==> src/rtl/i2s_pkg.sv <==
// Shared constants and state type for the I2S target endpoint.
package i2s_pkg;

   localparam int SAMPLE_W_DEF = 24;
   localparam int SLOT_MAX_DEF = 32;

   localparam logic CH_LEFT  = 1'b0;
   localparam logic CH_RIGHT = 1'b1;

   typedef enum logic {
      UNSYNC = 1'b0,
      RUN    = 1'b1
   } state_e;

endpackage

==> src/rtl/i2s_pin_sync.sv <==
// Two-flop synchronizer for the asynchronous I2S pins. The edge pin also keeps
// a delayed copy so one-cycle rise/fall events can be derived from it.
module i2s_pin_sync #(
   parameter int W = 2
) (
   input  logic         clk,
   input  logic         rst,
   input  logic         edge_pin,
   input  logic [W-1:0] data_pin,
   output logic [W-1:0] data_sync,
   output logic         rise,
   output logic         fall
);

   logic [W:0] meta_q, meta_d;
   logic [W:0] sync_q, sync_d;
   logic       prev_q, prev_d;

   always_comb begin
      meta_d = {data_pin, edge_pin};
      sync_d = meta_q;
      prev_d = sync_q[0];
   end

   always_ff @(posedge clk) begin
      if (rst) begin
         meta_q <= '0;
         sync_q <= '0;
         prev_q <= 1'b0;
      end else begin
         meta_q <= meta_d;
         sync_q <= sync_d;
         prev_q <= prev_d;
      end
   end

   assign data_sync = sync_q[W:1];
   assign rise      = sync_q[0] & ~prev_q;
   assign fall      = ~sync_q[0] & prev_q;

endmodule

==> src/rtl/i2s_target.sv <==
// I2S target endpoint: oversamples SCLK/LRCLK/SDIN in the clk domain, deserializes
// received words and serializes TX words. Optional feature macro: I2S_TARGET_LOOPBACK_EN.
module i2s_target
   import i2s_pkg::*;
#(
   parameter int SAMPLE_W = SAMPLE_W_DEF,
   parameter int SLOT_MAX = SLOT_MAX_DEF
) (
   input  logic                clk,
   input  logic                rst,
   input  logic                sclk,
   input  logic                lrclk,
   input  logic                sdin,
`ifdef I2S_TARGET_LOOPBACK_EN
   input  logic                loopback,
`endif
   output logic                sdout,
   output logic [SAMPLE_W-1:0] rx_data,
   output logic                rx_ch,
   output logic                rx_vld,
   output logic                rx_short,
   input  logic [SAMPLE_W-1:0] tx_data0,
   input  logic [SAMPLE_W-1:0] tx_data1,
   output logic [1:0]          tx_ack,
   output logic                synced
);

   localparam int CNT_W = $clog2(SLOT_MAX + 1);
   localparam int TXC_W = $clog2(SAMPLE_W + 1);
   localparam logic [CNT_W-1:0] SAMPLE_W_C = CNT_W'(SAMPLE_W);
   localparam logic [CNT_W-1:0] SLOT_MAX_C = CNT_W'(SLOT_MAX);
   localparam logic [TXC_W-1:0] TX_BITS_C  = TXC_W'(SAMPLE_W);

   logic [1:0]          pins_sync;
   logic                lr_sync, bit_s, sclk_rise, sclk_fall, boundary;

   state_e              state_q, state_d;
   logic                lr_s_q, lr_s_d;
   logic [SAMPLE_W-1:0] rx_sh_q, rx_sh_d;
   logic [CNT_W-1:0]    bitcnt_q, bitcnt_d;
   logic [SAMPLE_W-1:0] rx_data_q, rx_data_d;
   logic                rx_ch_q, rx_ch_d;
   logic                rx_vld_q, rx_vld_d;
   logic                rx_short_q, rx_short_d;
   logic [SAMPLE_W-1:0] tx_sh_q, tx_sh_d;
   logic [TXC_W-1:0]    tx_rem_q, tx_rem_d;
   logic                sdout_q, sdout_d;
   logic [1:0]          tx_ack_q, tx_ack_d;
`ifdef I2S_TARGET_LOOPBACK_EN
   logic [1:0][SAMPLE_W-1:0] lb_q, lb_d;
`endif

   i2s_pin_sync #(.W(2)) u_pin_sync (
      .clk       (clk),
      .rst       (rst),
      .edge_pin  (sclk),
      .data_pin  ({sdin, lrclk}),
      .data_sync (pins_sync),
      .rise      (sclk_rise),
      .fall      (sclk_fall)
   );

   assign lr_sync = pins_sync[0];
   assign bit_s   = pins_sync[1];

   always_comb begin
      state_d    = state_q;
      lr_s_d     = lr_s_q;
      rx_sh_d    = rx_sh_q;
      bitcnt_d   = bitcnt_q;
      rx_data_d  = rx_data_q;
      rx_ch_d    = rx_ch_q;
      rx_vld_d   = 1'b0;
      rx_short_d = 1'b0;
      tx_sh_d    = tx_sh_q;
      tx_rem_d   = tx_rem_q;
      sdout_d    = sdout_q;
      tx_ack_d   = 2'b00;
`ifdef I2S_TARGET_LOOPBACK_EN
      lb_d       = lb_q;
`endif
      boundary   = sclk_rise && (lr_sync != lr_s_q);

      if (sclk_rise) begin
         lr_s_d = lr_sync;
         if (state_q == RUN) begin
            for (int i = 0; i < SAMPLE_W; i++) begin
               if (bitcnt_q == CNT_W'(SAMPLE_W - 1 - i)) rx_sh_d[i] = bit_s;
            end
            if (bitcnt_q < SLOT_MAX_C) bitcnt_d = bitcnt_q + CNT_W'(1);
            // The boundary rise still carries the ending word's last bit (I2S one-bit delay).
            if (boundary) begin
               rx_data_d  = rx_sh_d;
               rx_ch_d    = lr_s_q;
               rx_vld_d   = 1'b1;
               rx_short_d = (bitcnt_d < SAMPLE_W_C);
`ifdef I2S_TARGET_LOOPBACK_EN
               lb_d[lr_s_q] = rx_sh_d;
`endif
            end
         end
         if (boundary) begin
            state_d  = RUN;
            rx_sh_d  = '0;
            bitcnt_d = '0;
            tx_rem_d = TX_BITS_C;
            tx_sh_d  = (lr_sync == CH_RIGHT) ? tx_data1 : tx_data0;
            tx_ack_d = (lr_sync == CH_RIGHT) ? 2'b10 : 2'b01;
`ifdef I2S_TARGET_LOOPBACK_EN
            if (loopback) begin
               tx_sh_d  = lb_q[lr_sync];
               tx_ack_d = 2'b00;
            end
`endif
         end
      end

      if (sclk_fall) begin
         if (tx_rem_q != '0) begin
            sdout_d  = tx_sh_q[SAMPLE_W-1];
            tx_sh_d  = tx_sh_q << 1;
            tx_rem_d = tx_rem_q - TXC_W'(1);
         end else begin
            sdout_d  = 1'b0;
         end
      end
   end

   always_ff @(posedge clk) begin
      if (rst) begin
         state_q    <= UNSYNC;
         lr_s_q     <= 1'b0;
         rx_sh_q    <= '0;
         bitcnt_q   <= '0;
         rx_data_q  <= '0;
         rx_ch_q    <= 1'b0;
         rx_vld_q   <= 1'b0;
         rx_short_q <= 1'b0;
         tx_sh_q    <= '0;
         tx_rem_q   <= '0;
         sdout_q    <= 1'b0;
         tx_ack_q   <= 2'b00;
`ifdef I2S_TARGET_LOOPBACK_EN
         lb_q       <= '0;
`endif
      end else begin
         state_q    <= state_d;
         lr_s_q     <= lr_s_d;
         rx_sh_q    <= rx_sh_d;
         bitcnt_q   <= bitcnt_d;
         rx_data_q  <= rx_data_d;
         rx_ch_q    <= rx_ch_d;
         rx_vld_q   <= rx_vld_d;
         rx_short_q <= rx_short_d;
         tx_sh_q    <= tx_sh_d;
         tx_rem_q   <= tx_rem_d;
         sdout_q    <= sdout_d;
         tx_ack_q   <= tx_ack_d;
`ifdef I2S_TARGET_LOOPBACK_EN
         lb_q       <= lb_d;
`endif
      end
   end

   assign sdout    = sdout_q;
   assign rx_data  = rx_data_q;
   assign rx_ch    = rx_ch_q;
   assign rx_vld   = rx_vld_q;
   assign rx_short = rx_short_q;
   assign tx_ack   = tx_ack_q;
   assign synced   = (state_q == RUN);

endmodule

==> config.mk <==
export PLATFORM = sky130hd
export DESIGN_NAME = i2s_target
export DESIGN_NICKNAME = d
export VERILOG_FILES = /design/src/rtl/i2s_pkg.sv /design/src/rtl/i2s_pin_sync.sv /design/src/rtl/i2s_target.sv
export SDC_FILE = /design/constraint.sdc
export NUM_CORES = 1
export LEC_CHECK = 0
export ABC_AREA = 1
export BUFFER_PORTS_ARGS = -buffer_cell sky130_fd_sc_hd__buf_2
export CAP_MARGIN = 40
export CORE_ASPECT_RATIO = 0.7
export CORE_UTILIZATION = 45
export CTS_CLUSTER_DIAMETER = 80
export DETAILED_ROUTE_END_ITERATION = 6
export MAX_ROUTING_LAYER = met4
export PLACE_DENSITY_LB_ADDON = 0.08
export RECOVER_POWER = 50
export SETUP_SLACK_MARGIN = 0.02
export SLEW_MARGIN = 5
export SYNTH_ARGS = -nofsm -noshare
export SYNTH_HDL_FRONTEND = slang
export SYNTH_HIERARCHICAL = 1
export SYNTH_SLANG_ARGS = --single-unit
==> constraint.sdc <==
create_clock -name clk -period 1.37 [get_ports clk]
set_input_delay 0.0685 -clock clk [delete_from_list [all_inputs] [get_ports clk]]
set_output_delay 0.0685 -clock clk [all_outputs]
set_load 0.03 [all_outputs]
==> flow_metrics.env, run 1 <==
export IMPL_r2r_cells=7
export IMPL_hold_slack_ns=0.0366
export IMPL_muxShareOfSynthArea=0
export IMPL_route_antenna_remaining_nets=0
export IMPL_worstHoldPathType="in2reg"
export IMPL_via_per_inst=5.00
export IMPL_critical_path_max_stage_delay_ns=0.38
export IMPL_drive_above_1_share=0.285
export IMPL_nets=907
export IMPL_yosysTopAreaCellShare=0.391
export IMPL_path_class="reg2reg"
export IMPL_peakVddDrop_mv=0.694
export IMPL_layout_min_cycle_time_ns=1.38
export IMPL_synth_fa_ha_area_frac=0.0125
export IMPL_p_int_mw=5.05
export IMPL_syn_nets=792
export IMPL_synth_edf_count=0
export IMPL_area_delta_synth_final_pct=35.3
export IMPL_drv_cap=0
export IMPL_start_util=0.473
export IMPL_endpoint_kind="flip-flop"
export IMPL_hold_viol_final=0
export IMPL_finalCritPeriodShare=1.01
export IMPL_violations="negative setup slack"
export IMPL_cts_root_buf="clkbuf_16"
export IMPL_synth_warnings=6
export IMPL_fin_ws_ns=-0.00958
export IMPL_htreeDepth=3
export IMPL_die_h_um=90.3
export IMPL_gp_congestion=0.827
export IMPL_path_max_fanout=14
export IMPL_grt_usage=0.234
export IMPL_synth_most_common_cell="nand2_1"
export IMPL_status="finished, violations left"
export IMPL_yosysTopAreaCell="dfxtp_1"
export IMPL_avgSynthCellArea_um2=6.83
export IMPL_row_count=31
export IMPL_cts_sinks=98
export IMPL_max_slew_worst_pin_slew_ns=0.384
export IMPL_skew_ns=0.00896
export IMPL_clock_latency_ns=0.35
export IMPL_ys_flop_type="dfxtp_1"
export IMPL_crit_chain="inv_1 > nor2_1 > nand2_4 > inv_2 > nand2_1 > buf_12 > o21ai_0"
export IMPL_synth_yosys_seq_area_share=0.391
export IMPL_slew_viol_final=0
export IMPL_vias=5012
export IMPL_numCtsBuffers=9
export IMPL_io_buffers=83
export IMPL_first_iter_violations=255
export IMPL_power_frac_seq=0.454
export IMPL_clockBufferDepth=2
export IMPL_rsz0062_at_grt="true"
export IMPL_p_sw_mw=1.31
export IMPL_die_w_um=128
export IMPL_relSlewSlack=0.745
export IMPL_hpwl_um=8820
export IMPL_cts_tree="done"
export IMPL_postSynthCellCount=734
export IMPL_synthTopCellsByCount="nand2_1 (216), dfxtp_1 (98), nor2_1 (84)"
export IMPL_n_antenna_cell=0
export IMPL_antenna_found_initial=0
export IMPL_slowest_stage="dfxtp_1"
export IMPL_drt_total_wl_um=13300
export IMPL_dpl_worst_slack_ns=-0.0362
export IMPL_drt_first_pass_iters=4
export IMPL_power_frac_comb=0.058
export IMPL_ys_async_sr_fraction=0
export IMPL_wl_per_cell_um=13.3
export IMPL_setup_violations=3
export IMPL_max_freq_mhz=725
export IMPL_syn_cell_area_um2=5010
export IMPL_power_density_nw_per_um2=937
export IMPL_post_route_drc_count=0
export IMPL_p_sw_frac=0.206
export IMPL_arrival_ns=1.65
export IMPL_ys_ff_latch=98
export IMPL_n_fill_cell=942
export IMPL_grt_pass1_wl_um=21200
export IMPL_grt_pass1_vias=4610
export IMPL_die_area_um2=11600
export IMPL_synth_top_family_by_area="simple AND/OR/NAND/NOR gates"
export IMPL_gr_total_overflow=0
export IMPL_core_um2=10600
export IMPL_netlist_top_cells_area="dfxtp_1 (39%), nand2_1 (16%), nand3_1 (7.1%)"
export IMPL_yosys_area_share_simple=0.358
export IMPL_pwr_share_clk=0.488
export IMPL_synthXorXnorAreaFrac=0.00349
export IMPL_cp_start_kind="flip-flop"
export IMPL_grt_start_max_net_pins=63
export IMPL_synth_cell_types=36
export IMPL_top_level_ports=84
export IMPL_p_leak_nw=2.98
export IMPL_critPathRequiredTime_ns=1.64
export IMPL_min_delay_path_depth=3
export IMPL_synth_compound_area_share=0.118
export IMPL_clk_pin_slew_ns=0.06
layout by cell type, fill, tap and decap left out, types with 6 or more instances in the layout:
cell type,netlist,routed
a21oi_1,42,32
a21oi_2,1,11
buf_12,0,13
buf_2,7,64
buf_4,5,37
clkbuf_1,12,20
clkbuf_16,0,12
dfxtp_1,98,89
dfxtp_2,0,6
inv_1,70,63
inv_2,5,9
nand2_1,216,209
nand2_2,3,8
nand3_1,71,66
nand3_2,7,7
nand3_4,1,6
nand4_1,11,11
nor2_1,84,66
nor2_2,3,7
nor2_4,2,16
o21ai_0,19,16
o21ai_1,14,17
o21bai_1,21,14
cell families (layout without fill, tap and decap cells):
family | Yosys count | in the layout
simple gates | 409 | 409
buf+inv | 119 | 239
compound gates | 101 | 101
flops | 98 | 98
fa+ha+maj | 5 | 5
xor+xnor | 2 | 2
final cells by class:
| class | instances | area (um^2) | share of cell area |
|---|---|---|---|
| Multi-Input combinational cell | 517 | 2830 | 0.417 |
| Sequential cell | 98 | 1980 | 0.292 |
| Timing Repair Buffer | 144 | 1090 | 0.161 |
| Inverter | 79 | 329 | 0.0485 |
| Clock buffer | 11 | 243 | 0.0358 |
| Tap cell | 148 | 185 | 0.0273 |
| Clock inverter | 5 | 125 | 0.0184 |
worst max-delay path: cells and delay by family, from the launching register on:
| kind | cells | cell delay [ns] |
|---|---|---|
| compound gates | 1 | 0.14 |
| buf+inv | 3 | 0.32 |
| flops | 1 | 0.38 |
| simple gates | 3 | 0.47 |
power by group through the flow:
| stage | Combinational, mW | Sequential (mW) | Clock [mW] |
|---|---|---|---|
| floorplan | 0.199 | 2.95 | 0 |
| global placement | 0.343 | 2.95 | 0 |
| detailed placement | 0.349 | 2.95 | 0 |
| CTS | 0.359 | 2.89 | 3.15 |
| global route | 0.414 | 2.89 | 3.25 |
| finish | 0.371 | 2.88 | 3.10 |
through the flow:
| step | cells | setup TNS (ns) | cell area, um^2 | power (mW) | util |
|---|---|---|---|---|---|
| after CTS | 992 | 0 | 6300 | 6.39 | 0.595 |
| after global routing | 1002 | -2.30 | 6790 | 6.55 | 0.641 |
| after global placement | 973 | -0.0223 | 5870 | 3.30 | 0.554 |
| after detailed placement | 973 | -0.201 | 5870 | 3.30 | 0.554 |
| final | 1002 | -0.0157 | 6790 | 6.36 | 0.641 |
| after floorplan | 734 | 0 | 5020 | 3.15 | - |
registers in the layout, indices dropped and copies added, names as in the netlist, 2 cells and up:
name / cells
u_pin_sync/meta_q: 3
tx_sh_q: 24
bitcnt_q: 6
rx_data: 24
tx_ack: 2
rx_sh_q: 24
u_pin_sync/sync_q: 3
tx_rem_q: 5
worst paths after layout:
kind	from	endpoint	slack, ns
setup / recovery	u_pin_sync/prev_q	sdout	-0.01
hold / removal	tx_data0[22]	tx_sh_q[22]	0.04
hold reg to reg	u_pin_sync/meta_q[0]	u_pin_sync/sync_q[0]	0.41
setup reg to reg	u_pin_sync/prev_q	sdout	-0.01
metal layers:
| layer | track usage | vias to the layer above | share of wire |
|---|---|---|---|
| li1 | - | 2548 | - |
| met1 | 0.313 | 2332 | 0.49 |
| met4 | 0.0578 | 0 | 0.010 |
| met2 | 0.364 | 119 | 0.45 |
| met5 | - | - | 0 |
| met3 | 0.0456 | 13 | 0.043 |
repair_timing:
action	4_1_cts	5_1_grt
endpoints found under the setup margin	51	83
hold endpoints to repair	3	0
gates resized for setup	14	95
hold buffers	3	0
pin swaps	2	26
gates cloned	0	4
setup buffers	0	6
No activity file was read; power rests on OpenSTA's default activity.
==> inputs of run 2 (changes only) <==
Settings changed: ABC_AREA 1 to not set.
==> run 2 against run 1 <==
  * The run still ends with negative setup slack left
  * Die area fell by 1.7%
  * Critical endpoint is now tx_sh_q[2]
  * Largest cell class unchanged
  * Core utilization rose by 9.8 points
  * Clock power fell by 14%
  * Setup slack worse by 0.25 ns
  * Clock skew is 0.00072 ns higher
  * Via count increased by 8.6%
  * Sequential share of layout area decreased by 3.7 points
  * Final area grew 14%
  * Sequential cell count did not move
  * Largest power group is now sequential cells
  * First-iteration DRC count grew 65%
==> flow_metrics.env, run 2 <==
export IMPL_finish_utilization=0.739
export IMPL_reg2reg_slack_ns=-0.26
export IMPL_path_max_fanout=8
export IMPL_fin_ws_ns=-0.255
export IMPL_layout_min_cycle_time_ns=1.63
export IMPL_first_iter_violations=421
export IMPL_route_antenna_remaining_nets=0
export IMPL_final_common_cell="dfxtp_1"
export IMPL_relSlewSlack=0.728
export IMPL_area_delta_synth_final_pct=57.6
export IMPL_die_area_um2=11400
export IMPL_ys_ff_latch=98
export IMPL_critPathRequiredTime_ns=1.66
export IMPL_grt_busiest_layer="met2"
export IMPL_nets=800
export IMPL_gr_total_overflow=0
export IMPL_setup_violations=86
export IMPL_yosysTopAreaCell="dfxtp_1"
export IMPL_skew_ns=0.00968
export IMPL_synth_most_common_cell="dfxtp_1"
export IMPL_n_antenna_cell=0
export IMPL_grt_usage=0.305
export IMPL_io_buffers=83
export IMPL_htreeDepth=3
export IMPL_syn_nets=650
export IMPL_synth_edf_count=0
export IMPL_arrival_ns=1.91
export IMPL_grt_start_max_net_pins=71
export IMPL_grt_pass1_vias=4953
export IMPL_power_density_nw_per_um2=791
export IMPL_synthTopCellsByCount="dfxtp_1 (98), nand2_1 (76), nand3_1 (60)"
export IMPL_synth_yosys_seq_area_share=0.398
export IMPL_numCtsBuffers=9
export IMPL_drive_above_1_share=0.487
export IMPL_cts_sinks=98
export IMPL_netlist_top_cells_area="dfxtp_1 (40%), nand3_1 (6.1%), nand2_1 (5.8%)"
export IMPL_drt_first_pass_iters=5
export IMPL_violations="negative setup slack"
export IMPL_start_util=0.469
export IMPL_total_power_mw=6.14
export IMPL_gr_usage_met3=0.0580
export IMPL_ys_flop_type="dfxtp_1"
export IMPL_vias=5445
export IMPL_slowest_stage="or4b_4"
export IMPL_grt_use_met1=0.419
export IMPL_antenna_found_initial=0
export IMPL_die_w_um=127
export IMPL_top_level_ports=84
export IMPL_endpoint_kind="flip-flop"
export IMPL_max_slew_worst_pin_slew_ns=0.408
export IMPL_met2_usage=0.453
export IMPL_post_route_drc_count=0
export IMPL_layout_common_cells="dfxtp_1 (87), buf_2 (83), nand2_1 (71), buf_4 (53), nand3_1 (39)"
export IMPL_critical_path_max_stage_delay_ns=0.52
export IMPL_synth_cell_types=50
export IMPL_drt_total_wl_um=17600
export IMPL_crit_chain="inv_2 > ha_4 > or4b_4 > nand2_4 > nand2_8 > clkbuf_16 > o21ai_2"
export IMPL_slew_viol_final=0
export IMPL_cts_root_buf="clkbuf_16"
export IMPL_wl_per_cell_um=19.6
export IMPL_p_leak_nw=2.94
export IMPL_synth_warnings=6
export IMPL_drv_cap=0
export IMPL_ys_async_sr_fraction=0
export IMPL_clk_pin_slew_ns=0.07
export IMPL_status="finished, violations left"
export IMPL_hpwl_um=9100
export IMPL_max_freq_mhz=615
export IMPL_critPathBufInv=2
export IMPL_gp_congestion=0.844
export IMPL_rsz0062_at_grt="true"
export IMPL_peakVddDrop_mv=0.583
export IMPL_postSynthCellCount=592
export IMPL_clockBufferDepth=2
export IMPL_cp_top_family="simple AND/OR/NAND/NOR gates"
export IMPL_syn_cell_area_um2=4930
export IMPL_finalCritPeriodShare=1.19
export IMPL_avgSynthCellArea_um2=8.32
export IMPL_path_class="reg2reg"
export IMPL_final_area_um2=7760
export IMPL_grt_pass1_wl_um=25800
export IMPL_yosysTopAreaCellShare=0.398
export IMPL_cts_tree="done"
export IMPL_worstHoldPathType="in2reg"
export IMPL_core_um2=10500
export IMPL_cp_start_kind="flip-flop"
export IMPL_via_per_inst=6.09
export IMPL_hold_viol_final=0
export IMPL_clock_latency_ns=0.36
export IMPL_row_count=31
export IMPL_die_h_um=89.5
export IMPL_placed_cell_area_um2=5980
[run 2: changes by cell type after synthesis, sizes merged, moves of 15 or more]
cell / before / now
nand2: 222 / 77
inv: 78 / 9
nor2: 90 / 38
a21oi: 44 / 10
a31oi: 0 / 26
a221oi: 0 / 22
a22o: 0 / 22
a32o: 0 / 22
clkbuf: 12 / 33
o21bai: 21 / 0
nand3: 79 / 60
a211oi: 1 / 18
mux2i: 0 / 17
nor2b: 0 / 15
[run 2: stage by stage]
step	setup WS, ns	setup TNS (ns)	instances	hold slack [ns]
after floorplan	-0.352	-8.85	592	0.140
after global placement	-0.269	-16.53	830	0.278
after detailed placement	-0.330	-19.12	830	0.290
after CTS	-0.227	-12.60	891	0.0958
after global routing	-0.336	-20.14	894	0.117
final	-0.255	-15.16	894	0.0952
[run 2: worst reg2reg max path, stage by stage, from the launching register on]
cell and delay [ns]:
dfxtp_2 0.33, inv_2 0.07, ha_4 0.12, or4b_4 0.52, nand2_4 0.12, nand2_8 0.09, clkbuf_16 0.20, o21ai_2 0.12
[run 2: what timing repair did]
| item | in CTS | in global routing |
|---|---|---|
| hold buffers | 3 | 0 |
| gates cloned | 15 | 1 |
| pin swaps | 51 | 26 |
| buffers inserted | 28 | 8 |
| resized for setup | 142 | 81 |
| endpoints found under the setup margin | 88 | 90 |
| endpoints found under the hold margin | 3 | 0 |
[run 2: path summary, 6_finish.rpt]
kind,startpoint,endpoint,depth (start not counted)
max reg2reg,tx_rem_q[0],tx_sh_q[2],7
max,tx_rem_q[0],tx_sh_q[2],7
min,tx_data0[9],tx_sh_q[9],4
min reg2reg,u_pin_sync/meta_q[1],u_pin_sync/sync_q[1],1
[run 2: area by class of cell]
| type | instances | area (um^2) |
|---|---|---|
| Clock buffer | 11 | 253 |
| Clock inverter | 4 | 51.3 |
| Fill cell | 727 | 2750 |
| Inverter | 9 | 33.8 |
| Multi-Input combinational cell | 426 | 3410 |
| Sequential cell | 98 | 1980 |
| Tap cell | 148 | 185 |
| Timing Repair Buffer | 198 | 1850 |
[run 2: per-layer routing]
| metal | vias up | share of wire |
|---|---|---|
| met4 | 0 | 0.016 |
| met3 | 30 | 0.068 |
| met5 | - | 0 |
| met1 | 2649 | 0.46 |
| met2 | 249 | 0.45 |
| li1 | 2517 | - |
[run 2: cell families (layout without fill, tap and decap cells)]
group / count (synthesis) / count (layout) / synth area share
adder cells (fa/ha/maj): 5 / 5 / 0.0127
flip-flops: 98 / 98 / 0.398
XOR/XNOR: 4 / 4 / 0.00864
multiplexers: 17 / 17 / 0.0345
AND/OR/NAND/NOR: 232 / 233 / 0.227
buffers and inverters: 69 / 222 / 0.0632
AO/OA/AOI/OAI: 167 / 167 / 0.256
[run 2: power breakdown]
| group | switching, mW | leakage (nW) | internal [mW] | total (mW) |
|---|---|---|---|---|
| Combinational | 0.278 | 2.00 | 0.280 | 0.557 |
| Sequential | 0.0424 | 0.798 | 2.88 | 2.93 |
| Clock | 1.15 | 0.148 | 1.51 | 2.66 |
| Total | 1.47 | 2.94 | 4.67 | 6.14 |
==> inputs of run 3 (changes only) <==
Settings changed: ABC_AREA set to 1.
Clock period 1.37 ns to 1.5 ns, I/O delays scaled along.
==> run 3 against run 2 <==
  * The run now ends clean
  * Sequential share of layout area grew 7.0 points
  * Wire length shrank 28%
  * Clock power shrank 5%
  * First-iteration DRC count shrank 31%
  * Non-clock buffer count shrank 81
  * Worst hold slack lost 0.059 ns
  * Global-route usage shrank 8.0 points
  * Critical path type unchanged
  * Highest routed layer unchanged
==> flow_metrics.env, run 3 (synthesis results as in run 1) <==
export IMPL_antenna_found_initial=0
export IMPL_die_area_um2=11600
export IMPL_n_antenna_cell=0
export IMPL_grt_usage=0.225
export IMPL_path_max_fanout=12
export IMPL_power_density_nw_per_um2=904
export IMPL_io_buffers=83
export IMPL_finish_utilization=0.573
export IMPL_n_fill_cell=1044
export IMPL_cts_root_buf="clkbuf_16"
export IMPL_layout_common_cells="nand2_1 (213), dfxtp_1 (90), nor2_1 (84), nand3_1 (71), inv_1 (70)"
export IMPL_die_w_um=128
export IMPL_area_delta_synth_final_pct=21.0
export IMPL_via_per_inst=5.01
export IMPL_hpwl_um=8220
export IMPL_final_common_cell="nand2_1"
export IMPL_row_count=31
export IMPL_core_um2=10600
export IMPL_skew_ns=0.00642
export IMPL_multi_input_area_um2=2490
export IMPL_finalCritPeriodShare=0.925
export IMPL_tns_ns=0
export IMPL_grt_pass1_wl_um=20400
export IMPL_clockBufferDepth=2
export IMPL_endpoint_kind="flip-flop"
export IMPL_clk_pin_slew_ns=0.07
export IMPL_critPathRequiredTime_ns=1.75
export IMPL_setup_violations=0
export IMPL_wl_per_cell_um=12.9
export IMPL_layout_min_cycle_time_ns=1.39
export IMPL_arrival_ns=1.64
export IMPL_grt_pass1_vias=4526
export IMPL_route_antenna_remaining_nets=0
export IMPL_drt_total_wl_um=12600
export IMPL_cts_sinks=98
export IMPL_start_util=0.473
export IMPL_max_freq_mhz=720
export IMPL_first_iter_violations=292
export IMPL_die_h_um=90.3
export IMPL_status="finished clean"
export IMPL_numCtsBuffers=9
export IMPL_drive_above_1_share=0.180
export IMPL_gr_total_overflow=0
export IMPL_cts_tree="done"
export IMPL_rsz0062_at_grt="true"
export IMPL_peakVddDrop_mv=0.541
export IMPL_dp_cells=950
export IMPL_htreeDepth=3
export IMPL_slew_viol_final=0
export IMPL_gp_congestion=0.841
export IMPL_cp_start_kind="flip-flop"
export IMPL_fin_cells=975
export IMPL_total_power_mw=5.48
export IMPL_drv_cap=0
export IMPL_top_level_ports=84
export IMPL_p_leak_nw=2.66
export IMPL_relSlewSlack=0.715
export IMPL_vias=4880
export IMPL_hold_viol_final=0
export IMPL_worstHoldPathType="in2reg"
export IMPL_seq_area_um2=1970
export IMPL_grt_start_max_net_pins=63
export IMPL_post_route_drc_count=0
export IMPL_clock_latency_ns=0.35
export IMPL_max_slew_worst_pin_slew_ns=0.427
export IMPL_nets=880
export IMPL_path_class="reg2reg"
export IMPL_drt_first_pass_iters=5
-- run 3: cell count changes in the layout (fill, tap and decap cells not counted), sizes merged, moves of 22 or more --
| cell | delta |
|---|---|
| nand2 | +145 |
| a31oi | -26 |
| buf | -113 |
| a21oi | +34 |
| a32o | -22 |
| nor2 | +52 |
| a22o | -22 |
| clkbuf | +32 |
| a221oi | -22 |
| inv | +71 |
-- run 3: worst max-delay path, stage by stage (launching register included) --
cell	delay [ns]
dfxtp_2	0.33
inv_1	0.05
nor2_1	0.08
buf_4	0.15
nand2_4	0.08
nor2_4	0.11
buf_12	0.14
buf_6	0.18
nand2_1	0.08
nand2_1	0.05
inv_1	0.03
-- run 3: where the power goes --
| part | internal, mW | switching [mW] | total [mW] |
|---|---|---|---|
| registers | 2.63 | 0.0127 | 2.64 |
| clock network | 1.51 | 1.03 | 2.54 |
| logic | 0.120 | 0.181 | 0.301 |
| total | 4.26 | 1.22 | 5.48 |
-- run 3: metal layers --
layer,track usage,up-vias,wire (um)
li1,-,2495,-
met1,0.303,2276,6610
met2,0.346,101,5370
met3,0.0468,8,509
met4,0.0500,0,82
met5,-,-,0
-- run 3: final timing paths --
| kind | start | to | slack (ns) | cells after the start |
|---|---|---|---|---|
| worst max-delay path | u_pin_sync/sync_q[0] | rx_data[14] | 0.11 | 10 |
| worst min-delay path | tx_data0[22] | tx_sh_q[22] | 0.04 | 3 |
| worst max register to register | u_pin_sync/sync_q[0] | rx_data[14] | 0.11 | 10 |
| worst min register to register | u_pin_sync/meta_q[1] | u_pin_sync/sync_q[1] | 0.40 | 2 |
-- run 3: layout make-up --
| class | count | area share |
|---|---|---|
| multi-input combinational | 517 | 0.411 |
| sequential | 98 | 0.325 |
| timing repair buffer | 117 | 0.127 |
| inverter | 79 | 0.0518 |
| clock buffer | 10 | 0.0394 |
| tap | 148 | 0.0305 |
| clock inverter | 6 | 0.0144 |
-- run 3: through the flow --
| stage | setup WS [ns] | hold WS (ns) | area (um^2) |
|---|---|---|---|
| 2_1_floorplan | 0.0817 | 0.146 | 5010 |
| 3_3_place_gp | 0.00296 | 0.278 | 5580 |
| 3_5_place_dp | -0.0141 | 0.281 | 5580 |
| 4_1_cts | 0.0342 | 0.0320 | 5930 |
| 5_1_grt | 0.00902 | 0.0381 | 6070 |
| 6_report | 0.112 | 0.0359 | 6070 |
-- run 3: timing repair --
item                                    in CTS  in global routing
hold buffers                                 3                  0
buffers inserted                             0                  1
endpoints found under the setup margin       1                 77
gates cloned                                 0                  5
gates resized for setup                      1                 24
pin swaps                                    0                  2
endpoints found under the hold margin        3                  0
